$ cat src/rtl/mbr_pkg.sv
// mbr_pkg: shared control-bit positions and load FSM encoding for the MBR queue
package mbr_pkg;

    localparam int CTRL_ACC2MBR = 10;
    localparam int CTRL_MEM2MBR = 5;

    typedef enum logic {
        LD_IDLE,
        LD_WAIT
    } ld_state_e;

endpackage

$ cat src/rtl/mbr_store_fifo.sv
// mbr_store_fifo: synchronous store FIFO with occupancy count and full/empty flags
module mbr_store_fifo #(
    parameter int DATA_W = 16,
    parameter int DEPTH  = 4,
    parameter int CNT_W  = $clog2(DEPTH + 1)
) (
    input  logic              clk,
    input  logic              rst,
    input  logic              push,
    input  logic [DATA_W-1:0] push_data,
    input  logic              pop,
    output logic [DATA_W-1:0] rd_data,
    output logic [CNT_W-1:0]  count,
    output logic              full,
    output logic              empty
);
    import mbr_pkg::*;

    localparam int PTR_W = $clog2(DEPTH);

    logic [DATA_W-1:0] mem_q [DEPTH];
    logic [PTR_W-1:0]  wr_ptr_q, wr_ptr_d;
    logic [PTR_W-1:0]  rd_ptr_q, rd_ptr_d;
    logic [CNT_W-1:0]  count_q, count_d;

    // pointers wrap naturally; count moves only on push-only or pop-only cycles
    always_comb begin
        wr_ptr_d = push ? wr_ptr_q + PTR_W'(1) : wr_ptr_q;
        rd_ptr_d = pop ? rd_ptr_q + PTR_W'(1) : rd_ptr_q;
        count_d  = (push && !pop) ? count_q + CNT_W'(1) :
                   (pop && !push) ? count_q - CNT_W'(1) : count_q;
    end

    // pointer and occupancy state
    always_ff @(posedge clk or posedge rst) begin
        if (rst) begin
            wr_ptr_q <= '0;
            rd_ptr_q <= '0;
            count_q  <= '0;
        end else begin
            wr_ptr_q <= wr_ptr_d;
            rd_ptr_q <= rd_ptr_d;
            count_q  <= count_d;
        end
    end

    // entry storage is left unreset; it is only observed while non-empty
    always_ff @(posedge clk) begin
        if (push) mem_q[wr_ptr_q] <= push_data;
    end

    assign rd_data = mem_q[rd_ptr_q];
    assign count   = count_q;
    assign full    = (count_q == CNT_W'(DEPTH));
    assign empty   = (count_q == '0);

endmodule

$ cat src/rtl/mbr_queue.sv
// mbr_queue: memory buffer register with a decoupled store queue and a load-wait FSM
module mbr_queue #(
    parameter int DATA_W = 16,
    parameter int DEPTH  = 4,
    parameter int CNT_W  = $clog2(DEPTH + 1)
) (
    input  logic              clk,
    input  logic              rst,
    input  logic [15:0]       control_signals,
    input  logic [DATA_W-1:0] acc2mbr,
    input  logic [DATA_W-1:0] mem2mbr,
    input  logic              mem_rvalid,
    output logic [DATA_W-1:0] mbr_data,
    output logic [DATA_W-1:0] wr_data,
    output logic              wr_valid,
    input  logic              wr_ready,
    output logic              load_pending,
    output logic              full,
    output logic              empty,
    output logic [CNT_W-1:0]  count,
    output logic              overflow
);
    import mbr_pkg::*;

    ld_state_e         state_q;
    logic              load_pending_q;
    logic [DATA_W-1:0] mbr_data_q, mbr_data_d;
    logic              overflow_q, overflow_d;
    logic              store, load_req, capture, push, pop;
    logic              ctrl_unused;

    // the store bit has legacy priority and masks a same-cycle load request
    assign store       = control_signals[CTRL_ACC2MBR];
    assign load_req    = control_signals[CTRL_MEM2MBR] && !store;
    assign capture     = mem_rvalid && (state_q == LD_WAIT || load_req);
    assign pop         = !empty && wr_ready;
    assign push        = store && (!full || pop);
    assign ctrl_unused = ^control_signals;

    // buffer value and sticky drop flag; a dropped store still updates the buffer
    always_comb begin
        mbr_data_d = store ? acc2mbr : capture ? mem2mbr : mbr_data_q;
        overflow_d = overflow_q || (store && !push);
    end

    // buffer and overflow registers
    always_ff @(posedge clk or posedge rst) begin
        if (rst) begin
            mbr_data_q <= '0;
            overflow_q <= 1'b0;
        end else begin
            mbr_data_q <= mbr_data_d;
            overflow_q <= overflow_d;
        end
    end

    // load FSM: a request without read data parks in WAIT until the memory responds
    always_ff @(posedge clk or posedge rst) begin
        if (rst) begin
            state_q        <= LD_IDLE;
            load_pending_q <= 1'b0;
        end else begin
            case (state_q)
                LD_IDLE: begin
                    if (load_req && !mem_rvalid) begin
                        state_q        <= LD_WAIT;
                        load_pending_q <= 1'b1;
                    end
                end
                LD_WAIT: begin
                    if (mem_rvalid) begin
                        state_q        <= LD_IDLE;
                        load_pending_q <= 1'b0;
                    end
                end
                default: begin
                    state_q        <= LD_IDLE;
                    load_pending_q <= 1'b0;
                end
            endcase
        end
    end

    mbr_store_fifo #(
        .DATA_W(DATA_W),
        .DEPTH (DEPTH),
        .CNT_W (CNT_W)
    ) u_fifo (
        .clk      (clk),
        .rst      (rst),
        .push     (push),
        .push_data(acc2mbr),
        .pop      (pop),
        .rd_data  (wr_data),
        .count    (count),
        .full     (full),
        .empty    (empty)
    );

    assign wr_valid     = !empty;
    assign mbr_data     = mbr_data_q;
    assign overflow     = overflow_q;
    assign load_pending = load_pending_q;

endmodule

$ cat config.mk
export PLATFORM = sky130hd
export DESIGN_NAME = mbr_queue
export DESIGN_NICKNAME = d
export VERILOG_FILES = /design/src/rtl/mbr_pkg.sv /design/src/rtl/mbr_store_fifo.sv /design/src/rtl/mbr_queue.sv
export SDC_FILE = /design/constraint.sdc
export NUM_CORES = 1
export LEC_CHECK = 0
export CORE_MARGIN = 8
export CORE_UTILIZATION = 35
export DETAILED_ROUTE_END_ITERATION = 16
export SETUP_SLACK_MARGIN = 0.05
export SYNTH_ARGS = -nofsm -noshare
export SYNTH_HDL_FRONTEND = slang
export SYNTH_HIERARCHICAL = 1
export SYNTH_SLANG_ARGS = --single-unit
$ cat constraint.sdc
create_clock -name clk -period 3.7 [get_ports clk]
set_clock_uncertainty 0.15 [all_clocks]
set_input_delay 0.555 -clock clk [delete_from_list [all_inputs] [get_ports clk]]
set_output_delay 0.555 -clock clk [all_outputs]
set_load 0.01 [all_outputs]
## Yosys cells after proc, flatten, opt, wreduce, memory -nomap -nowiden

Memory sizes are Yosys's and may differ from the RTL's.
Cells that the tools add are included.

- Input port bits: 52
- Logic and storage cells: 49
- Output and inout port bits: 40
- Flip-flop bits (word level): 26
- RAM bits: 64
- Memories kept: 1

- Eq/ne operators: 3
- Add/sub/neg operators: 4
- Reduce and logical (&&, ||, !) cells: 21
- Multiplexer cells: 12
- Bitwise logic cells: 1

Memory list:

| memory | words | width | read ports | clocked after Yosys merged registers in | wr ports | RTL line | RTL |
|---|---|---|---|---|---|---|---|
| u_fifo.mem_q | 4 | 16 | 1 | 0 | 1 | mbr_store_fifo.sv:21 | `logic [DATA_W-1:0] mem_q [DEPTH];` |

Operators with widths:

| kind | count |
|---|---|
| 2-to-1 mux 16 bit | 2 |
| logical AND 1 bit | 8 |
| logical NOT 1 bit | 6 |
| 2-to-1 mux 1 bit | 6 |
| 2-to-1 mux 3 bit | 2 |
| adder 2 x 1 -> 2 bit (second input constant) | 2 |
| != test 2 bit (second input constant) | 2 |
| one-hot mux 1 bit (2 select lines) | 2 |
| nonzero test 2 bit | 2 |
| adder 3 x 1 -> 3 bit (second input constant) | 1 |
| equality test 3 bit (second input constant) | 1 |
| logical NOT 3 bit | 1 |
| logical OR 1 bit | 3 |
| subtractor 3 x 1 -> 3 bit (second input constant) | 1 |
| AND reduction 2 bit | 1 |
| inverter 1 bit | 1 |

## Depth between registers and ports, before layout

- Depth after elaboration: 9
- Gate-level depth with buffers: 11
- Mapped depth without buffers: 11

## Hierarchy

The synthesis kept the hierarchy.

Modules (own cells, without submodules):

| module | area each (um2) | cells an instance | sequential area each (um2) | instances |
|---|---|---|---|---|
| mbr_store_fifo | 2747.6 | 119 | 2097.0 | 1 |
| mbr_queue | 991.0 | 68 | 475.5 | 1 |

## Least setup slack after synthesis

OpenSTA, ideal clock, no wires.

- Kind: reg2reg
- Start: reg u_fifo.count_q[0], in the netlist u_fifo/count[0]
- End: reg u_fifo.count_q[1], in the netlist u_fifo/count[1]
- Path slack: 1.166 ns
- Data arrival time: 2.259 ns
- Setup time: 0.125 ns
- Buffers on the path: 0
- Data required time: 3.425 ns
- Clock period less this slack: 2.534 ns
- Stages on the path, launching flop included: 9
- Path through: dfrtp_1 nor3_1 inv_1 nand2_1 a21oi_1 ha_1 inv_1 fa_1 mux2_2

- Elaborated cells on any way between the ends: 16
- Classes of those cells: add/sub (2); eq/ne (1); mux (2); reduce/logical (11)

RTL lines:

| what | RTL line | RTL |
|---|---|---|
| from (decl) | mbr_store_fifo.sv:24 | `logic [CNT_W-1:0] count_q, count_d;` |
| from (signal assigned) | mbr_store_fifo.sv:43 | `count_q <= count_d;` |
| logical NOT 3 bit | mbr_store_fifo.sv:55 | `assign empty = (count_q == '0);` |
| via empty | mbr_queue.sv:19 | `output logic empty,` |
| logical NOT 1 bit | -- |  |
| via wr_valid | mbr_queue.sv:15 | `output logic wr_valid,` |
| logical AND 1 bit | mbr_queue.sv:36 | `assign pop = !empty && wr_ready;` |
| logical OR 1 bit | mbr_queue.sv:37 | `assign push = store && (!full \|\| pop);` |
| logical AND 1 bit | mbr_queue.sv:37 |  |
| via push | mbr_queue.sv:29 | `logic store, load_req, capture, push, pop;` |
| logical AND 1 bit | mbr_store_fifo.sv:30 | `count_d = (push && !pop) ? count_q + CNT_W'(1) :` |
| 2-to-1 mux 3 bit | mbr_store_fifo.sv:30 |  |
| via u_fifo.count_d[1] | mbr_store_fifo.sv:24 |  |

The timed path passes the listed nets, and every way through them passes these cells. The select of a mux whose other input is x is not followed.
A chain may end at the register's enable or synchronous reset.

## Final worst setup path

- Start: reg u_fifo.rd_ptr_q[0]
- End: out wr_data[9]

- Longest elaborated chain between the ends: 1

RTL lines:

| what | RTL line | RTL |
|---|---|---|
| from (decl) | mbr_store_fifo.sv:23 | `logic [PTR_W-1:0] rd_ptr_q, rd_ptr_d;` |
| from (signal assigned) | mbr_store_fifo.sv:42 | `rd_ptr_q <= rd_ptr_d;` |
| memory (4 x 16 bit) | -- |  |
| to (decl) | mbr_queue.sv:14 | `output logic [DATA_W-1:0] wr_data,` |

No other way between the ends.

==> qor.txt <==
status -> finished, final reports clean
max-cap viol count -> 0
worst path cell trace -> buf_4 > mux4_2 > clkdlybuf4s50_1
Filler Cells Inserted -> 934
DRC errors left -> 0
die height -> 119 µm
met1 Use GR -> 0.124
ANT cells -> 0
all-layer global routing usage -> 0.110
CP max stage cell -> dfrtp_1
Synth Area in Compound Gates -> 0.0114
RSZ-0062 raised after global routing -> false
VDD IR-drop max -> 0.369 mV
final period utilization -> 0.847
YS warnings -> 6
core box area -> 10400 µm²
Worst Setup End Kind -> output pin
Detailed Route WL -> 7.58 mm
setup TNS -> 0 ps
Cells after Synth -> 187
post-synthesis xor/xnor area fraction -> 0.0141
final instance area -> 4840 µm²
I/O pin cnt -> 92
Synth Area in Simple Gates -> 0.0224
slew margin rel. -> 0.417
met2 Track Usage GR -> 0.185
reg2reg setup slack -> 1060 ps
Wirelength per Cell -> 18.3 µm
cts repair resizes -> 0
register area share after synthesis -> 0.688
Pwr per Cell Area -> 653 nW/µm²
clock slew at reported path FFs -> 80 ps
largest fanout on the critical path -> 10
Reg2Reg Depth -> 10
share of the synthesized area in the top cell type -> 0.514
post-synth net total -> 245
IO buf count -> 77
register area -> 2570 µm²
area of the multi-input gates -> 1050 µm²
first-pass GRT wire length -> 12.0 mm
Worst Path Required -> 2990 ps
Critical path buffers and inverters -> 2
Critical Path AT -> 2430 ps
Worst-Margin Slew -> 873 ps
Avg Vias per Cell -> 4.65
critical path type -> reg -> out
Final HPWL DP -> 5.41 mm
largest net degree at the start of global routing -> 20
reg2reg start -> u_fifo/count[0]$_DFFE_PP0P_
count of cell types in the netlist -> 26
num rows -> 37
Nets -> 332
Critical Path Source Type -> register
fraction of the mapped netlist area in adder cells -> 0.0221
Routed Antenna Nets -> 0
TritonCTS Buffers -> 9
drt initial violations -> 46
via count -> 1930
top cells by area, synth -> edfxtp_1, dfrtp_1, mux2_2
Post CTS Setup Buffer Count -> 0
die footprint -> 14200 µm²
H-Tree Depth -> 3
Placed Area -> 4650 µm²
Final GP Congestion -> 0.660
Root Driver -> clkbuf_8
setup violators final -> 0
TritonRoute pass-1 iters -> 3
clk sink count -> 90
vias in the first global route -> 2100
CTS Buffer Depth -> 2
leakage power -> 1.77 nW
hold_buf cts -> 0
Hold Path Class -> in -> async
Overall Power -> 3.16 mW
Synth Area per Inst -> 20.0 µm²
initial antenna violation count -> 0
die width -> 119 µm
total gr overflow -> 0
Period minus WS final -> 3130 ps
synthesized cell area -> 3740 µm²
met3 usage -> 0.0501
Core Util, Final -> 0.467
share of cells above drive strength 1 -> 0.233
Slew Viols, Final -> 0
mux contribution to synthesized area -> 0.212
GRT busiest layer -> met2
final hold vios -> 0
final non-filler cell total -> 415
crit-path max cell delay -> 710 ps
synthesis-to-finish area growth -> 29.5%
CTS tree -> done
largest family of logic cells by synthesized area -> multiplexers
critical path's top delay family -> buffers and inverters
reg2reg end -> u_fifo/count[2]$_DFFE_PP0P_
cell taking the most area after synthesis -> edfxtp_1
Highest Clock Rate -> 319 MHz
flop and latch count out of synthesis -> 90
clock latency at the later pin of the worst-skew pair -> 350 ps
Inst Count DP -> 399
Initial Util -> 0.361
-- worst max path at each step --
| stage | depth (start not counted) | slack (ps) | end | startpoint |
|---|---|---|---|---|
| 5_1_grt | 3 | 390 | wr_data[9] | u_fifo/rd_ptr_q[0]$_DFFE_PP0P_ |
| 3_5_place_dp | 9 | 700 | u_fifo/count[2]$_DFFE_PP0P_ | wr_ready |
| 6_report | 3 | 570 | wr_data[9] | u_fifo/rd_ptr_q[0]$_DFFE_PP0P_ |
| 2_1_floorplan | 8 | 1170 | u_fifo/count[1]$_DFFE_PP0P_ | u_fifo/count[0]$_DFFE_PP0P_ |
| 3_3_place_gp | 9 | 750 | u_fifo/count[2]$_DFFE_PP0P_ | wr_ready |
| 4_1_cts | 3 | 460 | wr_data[9] | u_fifo/rd_ptr_q[0]$_DFFE_PP0P_ |
-- metal layers --
metal  wire [µm]  share of wire
met1        3100           0.41
met2        3890           0.51
met3         507          0.067
met4          88          0.012
met5           0              0
-- flip-flops by register name, indices dropped and copies added (netlist names) --
name,count
load_pending,1
mbr_data,16
overflow,1
state_q,1
u_fifo/count,3
u_fifo/mem_q,64
u_fifo/rd_ptr_q,2
u_fifo/wr_ptr_q,2
-- worst register-to-register path, cell delays in order (launching register included) --
cell and delay, ps:
dfrtp_1 480, nor3_1 110, inv_1 80, nand2_1 80, a21oi_1 490, ha_1 280
inv_1 60, fa_1 370, xor2_1 170, nor2_1 120, xor2_1 160
-- placed cells by master (no fill, tap or decap) --
cell type / netlist / layout
o21ai_0: 1 / 1
clkinv_2: 0 / 1
mux4_2: 8 / 8
nor3b_1: 1 / 1
nand2_1: 4 / 4
buf_4: 0 / 6
nor2_8: 1 / 1
inv_1: 9 / 9
mux4_1: 8 / 8
ha_1: 5 / 5
a21oi_1: 2 / 2
bufinv_16: 0 / 1
fa_1: 1 / 1
clkinvlp_4: 0 / 3
a32o_1: 1 / 1
and2_1: 4 / 4
clkdlybuf4s50_1: 0 / 77
edfxtp_1: 64 / 64
dfrtp_1: 26 / 26
xnor2_1: 2 / 2
mux2_2: 25 / 25
a31o_2: 1 / 1
nor3_1: 1 / 1
nor2_1: 3 / 3
xor2_1: 4 / 4
mux2_4: 8 / 8
clkbuf_1: 0 / 1
clkbuf_8: 0 / 9
o21a_2: 1 / 1
inv_6: 0 / 1
-- power by group --
group | internal (mW) | total [mW] | switching (mW) | leakage (nW)
registers | 1.30 | 1.45 | 0.146 | 0.890
logic | 0.630 | 1.06 | 0.433 | 0.788
clock network | 0.313 | 0.647 | 0.334 | 0.0889
total | 2.25 | 3.16 | 0.912 | 1.77
-- area by class of cell --
class | count | area share
clock buffers | 10 | 0.0264
multi-input cells | 81 | 0.218
well taps | 136 | 0.0352
inverters | 9 | 0.00698
clock inverters | 6 | 0.0137
flip-flops and latches | 90 | 0.532
repair buffers | 83 | 0.169
-- logic make-up (layout without fill, tap and decap cells) --
logic type,count (synthesis),in the layout
DFF,90,90
muxes,49,49
buffers and inverters,16,108
and+or+nand+nor,14,14
adders and majority gates,6,6
AOI/OAI and AO/OA,6,6
xor gates and xnor gates,6,6
-- synthesized netlist by cell type, drive strengths merged --
| cell type | n |
|---|---|
| nand2 | 4 |
| inv | 9 |
| edfxtp | 64 |
| xnor2 | 2 |
| fa | 1 |
| and2 | 4 |
| mux4 | 16 |
| o21ai | 1 |
| nor2 | 4 |
| ha | 5 |
| o21a | 1 |
| nor3b | 1 |
| mux2 | 33 |
| buf | 7 |
| dfrtp | 26 |
| a21oi | 2 |
| xor2 | 4 |
| a32o | 1 |
| nor3 | 1 |
| a31o | 1 |
-- stage by stage --
stage | hold slack [ps] | setup slack, ps
3_5_place_dp | 317 | 704
5_1_grt | 323 | 386
4_1_cts | 301 | 462
3_3_place_gp | 303 | 755
2_1_floorplan | 208 | 1170
6_report | 315 | 568
(Power assumes the default switching activity.)
